===== src/rtl/half_adder.sv =====
// rtl/half_adder.sv - multi-lane half adder with optional output register and saturating carry counter
module half_adder #(
  parameter int WIDTH      = 1,
  parameter bit REGISTERED = 1'b1,
  parameter int CNT_W      = 16
) (
  input  logic             clk,
  input  logic             rst,
  input  logic             in_valid,
  input  logic [WIDTH-1:0] a,
  input  logic [WIDTH-1:0] b,
  input  logic             count_clear,
  output logic [WIDTH-1:0] sum,
  output logic [WIDTH-1:0] carry,
  output logic             out_valid,
  output logic             carry_any,
  output logic [CNT_W-1:0] carry_count
);

  localparam logic [CNT_W-1:0] CNT_MAX = {CNT_W{1'b1}};

  logic [WIDTH-1:0] w_sum;
  logic [WIDTH-1:0] w_carry;
  logic             w_beat_carry;
  logic [CNT_W-1:0] r_count;

  assign w_sum        = a ^ b;
  assign w_carry      = a & b;
  // Counting looks at the input side so it has the same timing in both modes.
  assign w_beat_carry = in_valid & (|w_carry);

  generate
    if (REGISTERED) begin : gen_reg
      logic [WIDTH-1:0] r_sum;
      logic [WIDTH-1:0] r_carry;
      logic             r_valid;

      always_ff @(posedge clk or posedge rst) begin
        if (rst) begin
          r_sum   <= '0;
          r_carry <= '0;
          r_valid <= 1'b0;
        end else if (in_valid) begin
          r_sum   <= w_sum;
          r_carry <= w_carry;
          r_valid <= 1'b1;
        end else begin
          r_valid <= 1'b0;
        end
      end

      assign sum       = r_sum;
      assign carry     = r_carry;
      assign out_valid = r_valid;
    end else begin : gen_comb
      assign sum       = w_sum;
      assign carry     = w_carry;
      assign out_valid = in_valid;
    end
  endgenerate

  assign carry_any = |carry;

  always_ff @(posedge clk or posedge rst) begin
    if (rst) begin
      r_count <= '0;
    end else if (count_clear) begin
      r_count <= '0;
    end else if (w_beat_carry && (r_count != CNT_MAX)) begin
      r_count <= r_count + CNT_W'(1);
    end
  end

  assign carry_count = r_count;

endmodule


===== config.mk =====
export PLATFORM = sky130hd
export DESIGN_NAME = half_adder
export DESIGN_NICKNAME = d
export VERILOG_FILES = /design/src/rtl/half_adder.sv
export SDC_FILE = /design/constraint.sdc
export NUM_CORES = 1
export LEC_CHECK = 0
export BUFFER_PORTS_ARGS = -buffer_cell sky130_fd_sc_hd__buf_4
export CORE_ASPECT_RATIO = 0.9
export CORE_MARGIN = 5
export CORE_UTILIZATION = 49
export CTS_BUF_LIST = sky130_fd_sc_hd__clkbuf_8
export CTS_CLUSTER_DIAMETER = 80
export DETAILED_ROUTE_END_ITERATION = 10
export GPL_TIMING_DRIVEN = 0
export PLACE_DENSITY = 0.8
export SETUP_SLACK_MARGIN = 0.05
export SYNTH_ARGS = -nofsm -noshare
export SYNTH_HDL_FRONTEND = slang
export SYNTH_SLANG_ARGS = --single-unit

===== constraint.sdc =====
create_clock -name clk -period 1.9 [get_ports clk]
set_clock_uncertainty 0.05 [all_clocks]
set_input_delay 0.475 -clock clk [delete_from_list [all_inputs] [get_ports clk]]
set_output_delay 0.475 -clock clk [all_outputs]
set_load 0.02 [all_outputs]

==> flow_summary.json, run 1 <==
{
  "start_kind": "register",
  "peakVddDrop_uv": 444,
  "clock_latency_ns": 0.26,
  "arrival_ns": 1.96,
  "synth_top_area_share": 0.446,
  "status": "finished clean",
  "firstDrtPassIters": 4,
  "overflow": 0,
  "grt_pass1_wl_microns": 4600,
  "wirelength_microns": 2920,
  "antenna_cells": 0,
  "timing.rr.start": "carry_count[1]",
  "synth_seq_cells": 19,
  "post-route-period-util": 0.959,
  "p_per_area_mw_per_mm2": 520,
  "crit_start": "carry_count[1]",
  "nets": 164,
  "grt_usage": 0.192,
  "final_area_sq_mm": 0.00150,
  "dpl.hpwl_microns": 1880,
  "vias": 1063,
  "netlist_area_sq_mm": 0.00107,
  "cp-end-kind": "register",
  "syn2layout_area_growth_pct": 40.5,
  "cts_buffers": 3,
  "tightest_slew_ns": 0.741,
  "cts.htree.levels": 1,
  "die_w_microns": 59.2,
  "core_area_sq_mm": 0.00212,
  "root_buffer": "clkbuf_8",
  "clk_pin_slew_ns": 0.07,
  "layout.cells.non_filler": 182,
  "post_dp_cell_area_sq_mm": 0.00131,
  "grt_max_degree": 20,
  "hold_viol_final": 0,
  "post_drt_wl_per_cell_microns": 16.1,
  "synth_ff_type": "dfrtp_1",
  "period_minus_slack_ns": 1.82,
  "gp_congestion": 0.741,
  "setup_violations": 0,
  "fmax_ghz": 0.549,
  "drv_slew": 0,
  "cts_buffer_depth": 2,
  "power.total_w": 0.000779,
  "final_common_cell": "buf_4",
  "num_rows": 16,
  "clock-sinks": 19,
  "yosysTopAreaCell": "dfrtp_1",
  "rsz0062_at_grt": "true",
  "synthesis.nets": 122,
  "cp.required_ns": 2.03,
  "cts_tree": "built",
  "antenna_found_initial": 0,
  "drtIter0Drc": 48,
  "placed_cells": 166,
  "hp-class": "primary input to asynchronous set/reset pin",
  "cts_hold_buf": 0,
  "design.die.area_sq_mm": 0.00321,
  "initial_core_util": 0.502,
  "worstSetupPathType": "register to register",
  "finalWorstSetupSlack_ns": 0.0785,
  "synthCells": 114,
  "r2r_cells": 5,
  "seq_area_frac_synth": 0.446,
  "fp.dieH_microns": 54.3,
  "n_fill_cell": 171,
  "io_pins": 26,
  "io_buffers": 25,
  "drc": 0,
  "synth_area_leaders": "dfrtp_1, mux2_2, a21oi_1",
  "yosysWarnings": 0,
  "ant_nets": 0,
  "grt_pass1_vias": 1053,
  "dp_worst_setup_slack_ns": -0.231,
  "layout_common_cells": "buf_4, dfrtp_1, a21oi_1",
  "drt-vias-per-instance": 5.84,
  "path_max_fanout": 5,
  "timing.slew.headroom": 0.506,
  "avgSynthCellArea_sq_um": 9.35,
  "p_leak_nw": 0.655,
  "cap_violations": 0,
  "synth.distinct_cells": 27,
  "synth_edf_count": 0,
  "drive_gt1_frac": 0.413,
  "synthArstFlopShare": 1.00
}
[report_power, final]
part / internal, W / switching [W]
Combinational: 0.0000358 / 0.0000457
Sequential: 0.000412 / 0.00000535
Clock: 0.000144 / 0.000136
[per-stage QoR]
step / utilization / setup TNS, ns / hold WS (ns)
after floorplan: - / -0.0412 / 0.376
after global placement: 0.617 / -0.671 / 0.444
after detailed placement: 0.617 / -1.34 / 0.477
after CTS: 0.692 / 0 / 0.311
after global routing: 0.706 / -0.0173 / 0.303
final: 0.706 / 0 / 0.297
[worst max-delay path: stages (launching register included)]
cell and delay (ns):
dfrtp_2 0.41, ha_4 0.16, nand4_1 0.17, or3_4 0.41, or4_4 0.42, a21oi_2 0.12
[cell usage after synthesis (2+ instances only)]
master    instances
nand2_1           6
nor2_1           10
nand2b_1          2
o21ai_0           4
nand4_1           7
inv_1             4
nand3_1           5
mux2_2            7
o31ai_1           4
or3_1             5
ha_1              2
a211oi_1          3
dfrtp_1          19
nor2b_1           8
nor3_1            2
a21oi_1          11
clkbuf_1          2
or4_1             4
[flip-flops by register name, summed over array words and instances (netlist names)]
register     cells
out_valid        1
sum              1
carry            1
carry_count     16
[what timing repair did]
| item | 4_1_cts | 5_1_grt |
|---|---|---|
| pin swaps | 6 | 7 |
| resized for setup | 6 | 6 |
| endpoints found under the setup margin | 14 | 13 |
| buffers inserted | 13 | 0 |
[cells by family after synthesis]
kind of cell	count (synthesis)	share of synthesized area
mux	8	0.0833
flops	19	0.446
compound gates	22	0.120
simple gates	55	0.295
buf+inv	8	0.0329
fa+ha+maj	2	0.0235
[path summary, 6_finish.rpt]
path / end / slack, ns
max: carry_count[10] / 0.08
min: sum / 0.30
max reg2reg: carry_count[10] / 0.08
min reg2reg: sum / 0.49
max in group asynchronous: carry_count[5] / 0.99
min in group clk: out_valid / 0.31
[routing by layer]
metal | up-vias | track usage | part of all wire | wire, microns
met5 | - | 0 | 0 | 0
met4 | 0 | 0.0981 | 0.021 | 61
met3 | 10 | 0.0307 | 0.063 | 185
met2 | 48 | 0.333 | 0.52 | 1520
met1 | 504 | 0.231 | 0.39 | 1150
li1 | 501 | - | - | -
[cell type report]
| cell class | count | area (sq um) | share of cell area |
|---|---|---|---|
| inverters | 4 | 15.0 | 0.0100 |
| repair buffers | 38 | 285 | 0.190 |
| clock buffers | 3 | 41.3 | 0.0276 |
| flip-flops and latches | 19 | 480 | 0.321 |
| clock inverters | 1 | 3.75 | 0.00251 |
| plain buffers | 3 | 15.0 | 0.0100 |
| multi-input cells | 87 | 623 | 0.416 |
| well taps | 27 | 33.8 | 0.0226 |
Power figures use the tool's default switching activity.
==> run 2, diff against run 1 <==
--- a/config.mk
+++ b/config.mk
@@ -6,14 +6,16 @@
 export NUM_CORES = 1
 export LEC_CHECK = 0
 export BUFFER_PORTS_ARGS = -buffer_cell sky130_fd_sc_hd__buf_4
+export CELL_PAD_IN_SITES_DETAIL_PLACEMENT = 0
+export CELL_PAD_IN_SITES_GLOBAL_PLACEMENT = 2
 export CORE_ASPECT_RATIO = 0.9
 export CORE_MARGIN = 5
-export CORE_UTILIZATION = 49
+export CORE_UTILIZATION = 29
 export CTS_BUF_LIST = sky130_fd_sc_hd__clkbuf_8
 export CTS_CLUSTER_DIAMETER = 80
 export DETAILED_ROUTE_END_ITERATION = 10
 export GPL_TIMING_DRIVEN = 0
-export PLACE_DENSITY = 0.8
+export PLACE_DENSITY = 0.79
 export SETUP_SLACK_MARGIN = 0.05
 export SYNTH_ARGS = -nofsm -noshare
 export SYNTH_HDL_FRONTEND = slang
==> flow_summary.json, run 2 (synthesis gave the netlist of run 1 again) <==
{
  "fmax_ghz": 0.536,
  "path_max_fanout": 7,
  "design.die.area_sq_mm": 0.00499,
  "drv_slew": 0,
  "clock_latency_ns": 0.26,
  "dpl.hpwl_microns": 1960,
  "cap_violations": 0,
  "cp.required_ns": 2.00,
  "start_kind": "register",
  "io_pins": 26,
  "period_minus_slack_ns": 1.87,
  "wirelength_microns": 2970,
  "post_drt_wl_per_cell_microns": 14.7,
  "cts_tree": "built",
  "arrival_ns": 1.97,
  "grt_pass1_wl_microns": 5130,
  "slowest_delay_ns": 0.48,
  "timing.slew.headroom": 0.500,
  "tightest_slew_ns": 0.750,
  "clock-sinks": 19,
  "status": "finished clean",
  "ant_nets": 0,
  "nets": 167,
  "grt_pass1_vias": 1070,
  "num_rows": 20,
  "peakVddDrop_uv": 318,
  "drive_gt1_frac": 0.468,
  "rrSetupSlack_ns": 0.03,
  "firstDrtPassIters": 4,
  "core_area_sq_mm": 0.00345,
  "cts_buffer_depth": 2,
  "power.total_w": 0.000780,
  "hp-class": "primary input to asynchronous set/reset pin",
  "clk_pin_slew_ns": 0.07,
  "syn2layout_area_growth_pct": 48.4,
  "initial_core_util": 0.309,
  "crit_buf_inv": 1,
  "drc": 0,
  "final_common_cell": "buf_4",
  "antenna_cells": 0,
  "n_fill_cell": 355,
  "p_leak_nw": 0.670,
  "crit_slowest_cell": "or4_4",
  "hold_viol_final": 0,
  "cts.htree.levels": 1,
  "cts_buffers": 3,
  "gp_congestion": 0.714,
  "post-route-period-util": 0.982,
  "overflow": 0,
  "drt-vias-per-instance": 5.08,
  "layout_common_cells": "buf_4, dfrtp_1, nor2b_1, nor2_1, a21oi_1",
  "worstSetupPathType": "register to register",
  "cts_hold_buf": 0,
  "drtIter0Drc": 58,
  "antenna_found_initial": 0,
  "io_buffers": 25,
  "finalSetupTns_ns": 0,
  "vias": 1027,
  "critical_path.top_delay_family": "simple AND/OR/NAND/NOR gates",
  "fp.dieH_microns": 67.5,
  "rsz0062_at_grt": "true",
  "grt_max_degree": 20,
  "path_cells": "buf_4, nand4_1, or3_4, or4_4, and3b_1",
  "grt_usage": 0.132,
  "die_w_microns": 73.9,
  "cp-end-kind": "register",
  "root_buffer": "clkbuf_8",
  "setup_violations": 0,
  "largest_reg_flops": 16,
  "p_per_area_mw_per_mm2": 493
}
run 2: cell types whose count changed in the layout (fill, tap and decap cells not counted), sizes merged:
cell and delta:
buf +3
run 2: area by class of cell:
cell class	instances	area, sq um	area share
clock buffer	3	41.3	0.0261
sequential	19	483	0.305
multi-input combinational	87	661	0.418
buffer	3	15.0	0.00949
inverter	4	15.0	0.00949
clock inverter	1	3.75	0.00237
timing repair buffer	41	308	0.195
tap	44	55.1	0.0348
run 2: routing by layer:
metal | vias to the layer above | track usage | part of all wire
li1 | 504 | - | -
met1 | 493 | 0.177 | 0.46
met2 | 28 | 0.216 | 0.48
met3 | 2 | 0.0372 | 0.060
met4 | 0 | 0.0226 | 0.0024
met5 | - | 0 | 0
run 2: report_power, final:
part,total [W],internal (W),switching [W]
sequential,0.000417,0.000412,0.00000549
combinational,0.0000829,0.0000372,0.0000456
clock,0.000280,0.000144,0.000136
total,0.000780,0.000593,0.000188
run 2: path summary, 6_finish.rpt:
check | startpoint | end | cells after the start
setup / recovery | carry_count[0] | carry_count[15] | 5
hold / removal | rst | carry_count[8] | 2
setup reg to reg | carry_count[0] | carry_count[15] | 5
hold reg to reg | sum | sum | 1
max in group asynchronous | rst | carry_count[2] | 2
min in group clk | in_valid | out_valid | 1
run 2: worst reg2reg max path, delay by kind of cell (launching register included):
family | cells | cell delay (ns)
buffers and inverters | 1 | 0.12
DFF | 1 | 0.42
and+or+nand+nor | 4 | 1.18
run 2: timing repair:
action / in CTS / in global routing
gates cloned: 0 / 0
setup endpoints to repair: 15 / 11
gates resized for setup: 14 / 8
buffers inserted: 13 / 5
pin swaps: 5 / 9
run 2: stage by stage:
step | hold slack, ns | instances | setup slack [ns] | utilization | instance area [sq um]
3_5_place_dp | 0.454 | 183 | -0.332 | 0.386 | 1330
5_1_grt | 0.301 | 202 | -0.0327 | 0.458 | 1580
6_report | 0.299 | 202 | 0.0346 | 0.458 | 1580
3_3_place_gp | 0.441 | 183 | -0.253 | 0.386 | 1330
2_1_floorplan | 0.376 | 114 | -0.0283 | - | 1090
4_1_cts | 0.305 | 200 | 0.0359 | 0.444 | 1530
==> run 3, diff against run 2 <==
--- a/config.mk
+++ b/config.mk
@@ -10,12 +10,12 @@
 export CELL_PAD_IN_SITES_GLOBAL_PLACEMENT = 2
 export CORE_ASPECT_RATIO = 0.9
 export CORE_MARGIN = 5
-export CORE_UTILIZATION = 29
+export CORE_UTILIZATION = 33
 export CTS_BUF_LIST = sky130_fd_sc_hd__clkbuf_8
 export CTS_CLUSTER_DIAMETER = 80
 export DETAILED_ROUTE_END_ITERATION = 10
 export GPL_TIMING_DRIVEN = 0
-export PLACE_DENSITY = 0.79
+export PLACE_DENSITY = 0.84
 export SETUP_SLACK_MARGIN = 0.05
 export SYNTH_ARGS = -nofsm -noshare
 export SYNTH_HDL_FRONTEND = slang
==> constraint.sdc (replaced) <==
create_clock -name clk -period 2.1 [get_ports clk]
set_clock_uncertainty 0.05 [all_clocks]
set_input_delay 0.525 -clock clk [delete_from_list [all_inputs] [get_ports clk]]
set_output_delay 0.525 -clock clk [all_outputs]
set_load 0.02 [all_outputs]
==> flow_summary.json, run 3 (synthesis gave the netlist of run 1 again) <==
{
  "timing.slew.headroom": 0.487,
  "drc": 0,
  "drt-vias-per-instance": 5.11,
  "layout.cells.non_filler": 189,
  "period_minus_slack_ns": 1.94,
  "grt_usage": 0.121,
  "status": "finished clean",
  "cts_tree": "built",
  "num_rows": 19,
  "final_common_cell": "buf_4",
  "initial_core_util": 0.345,
  "hold_viol_final": 0,
  "start_kind": "register",
  "overflow": 0,
  "power.total_w": 0.000701,
  "rsz0062_at_grt": "true",
  "arrival_ns": 2.04,
  "peakVddDrop_uv": 324,
  "antenna_found_initial": 0,
  "vias": 966,
  "cp-end-kind": "register",
  "final_core_util": 0.450,
  "gp_congestion": 0.771,
  "placed_cells": 181,
  "setup_violations": 0,
  "cts_buffers": 3,
  "cts_buffer_depth": 2,
  "clock_latency_ns": 0.26,
  "crit_buf_inv": 0,
  "nets": 156,
  "drv_slew": 0,
  "path_cells": "ha_1, nand4_1, nor2_1, a21oi_1, mux2_2",
  "io_pins": 26,
  "dpl.hpwl_microns": 1860,
  "path_max_fanout": 7,
  "io_buffers": 25,
  "worstSetupPathType": "register to register",
  "tightest_slew_ns": 0.769,
  "grt_pass1_vias": 948,
  "dp_worst_setup_slack_ns": -0.161,
  "design.die.area_sq_mm": 0.00447,
  "antenna_cells": 0,
  "die_w_microns": 69.9,
  "p_leak_nw": 0.599,
  "seqCellArea_sq_um": 477,
  "crit_slowest_cell": "nor2_1",
  "grt_pass1_wl_microns": 4360,
  "root_buffer": "clkbuf_8",
  "p_per_area_mw_per_mm2": 504,
  "crit_start": "carry_count[0]",
  "timing.rr.start": "carry_count[0]",
  "n_fill_cell": 307,
  "slowest_delay_ns": 0.48,
  "cts.htree.levels": 1,
  "core_area_sq_mm": 0.00309,
  "fmax_ghz": 0.516,
  "post_dp_cell_area_sq_mm": 0.00131,
  "drive_gt1_frac": 0.313,
  "cts_hold_buf": 0,
  "firstDrtPassIters": 4,
  "post-route-period-util": 0.923,
  "fp.dieH_microns": 63.9,
  "post_drt_wl_per_cell_microns": 13.8,
  "grt_max_degree": 20,
  "ant_nets": 0,
  "syn2layout_area_growth_pct": 30.5,
  "largest_reg_flops": 16,
  "cap_violations": 0,
  "layout_common_cells": "buf_4, dfrtp_1, a21oi_1",
  "wirelength_microns": 2610,
  "multiInputGateArea_sq_um": 564,
  "critical_path.top_delay_family": "simple AND/OR/NAND/NOR gates",
  "finalWorstSetupSlack_ns": 0.161,
  "hp-class": "primary input to asynchronous set/reset pin",
  "cp.required_ns": 2.20,
  "clk_pin_slew_ns": 0.07,
  "clock-sinks": 19,
  "final_area_sq_mm": 0.00139,
  "drtIter0Drc": 34
}
run 3: cell types whose count changed in the layout (fill, tap and decap cells not counted), moves of 2 or more:
cell	change
buf_4	-12
dfrtp_1	+5
dfrtp_2	-5
a21oi_1	+3
a21oi_2	-3
a211oi_1	+2
ha_1	+2
ha_4	-2
nor2_4	-2
or4_1	+2
or4_4	-2
run 3: final timing paths:
path	slack (ns)	to	cells past startpoint
worst max-delay path	0.16	carry_count[0]	5
worst min-delay path	0.36	carry	2
worst max register to register	0.16	carry_count[0]	5
worst min register to register	0.46	sum	1
max in group asynchronous	1.12	carry_count[0]	2
min in group clk	0.36	out_valid	1
run 3: metrics by stage:
stage	hold WS [ns]	setup TNS [ns]
finish	0.356	0
global route	0.356	-0.000882
CTS	0.359	0
detailed placement	0.453	-0.639
global placement	0.451	-0.443
floorplan	0.426	0
run 3: power by group:
part            total, W  switching [W]  internal [W]
clock network   0.000256       0.000126      0.000130
registers       0.000377     0.00000410      0.000373
logic          0.0000681      0.0000387     0.0000294
total           0.000701       0.000168      0.000532
run 3: layer usage:
metal,vias up,part of all wire,track usage
li1,490,-,-
met1,455,0.49,0.145
met2,19,0.45,0.213
met3,2,0.050,0.0392
met4,0,0.0035,0.0215
met5,-,0,0
run 3: final cells by class:
cell class	count	share of cell area
Multi-Input combinational cell	87	0.406
Sequential cell	19	0.343
Timing Repair Buffer	29	0.156
Tap cell	42	0.0378
Clock buffer	3	0.0297
Buffer	4	0.0144
Inverter	4	0.0108
Clock inverter	1	0.00270
run 3: timing repair:
item | 4_1_cts | 5_1_grt
pin swaps | 1 | 1
buffers inserted | 2 | 2
endpoints found under the setup margin | 6 | 13
resized for setup | 2 | 1
hold endpoints to repair | 0 | 0
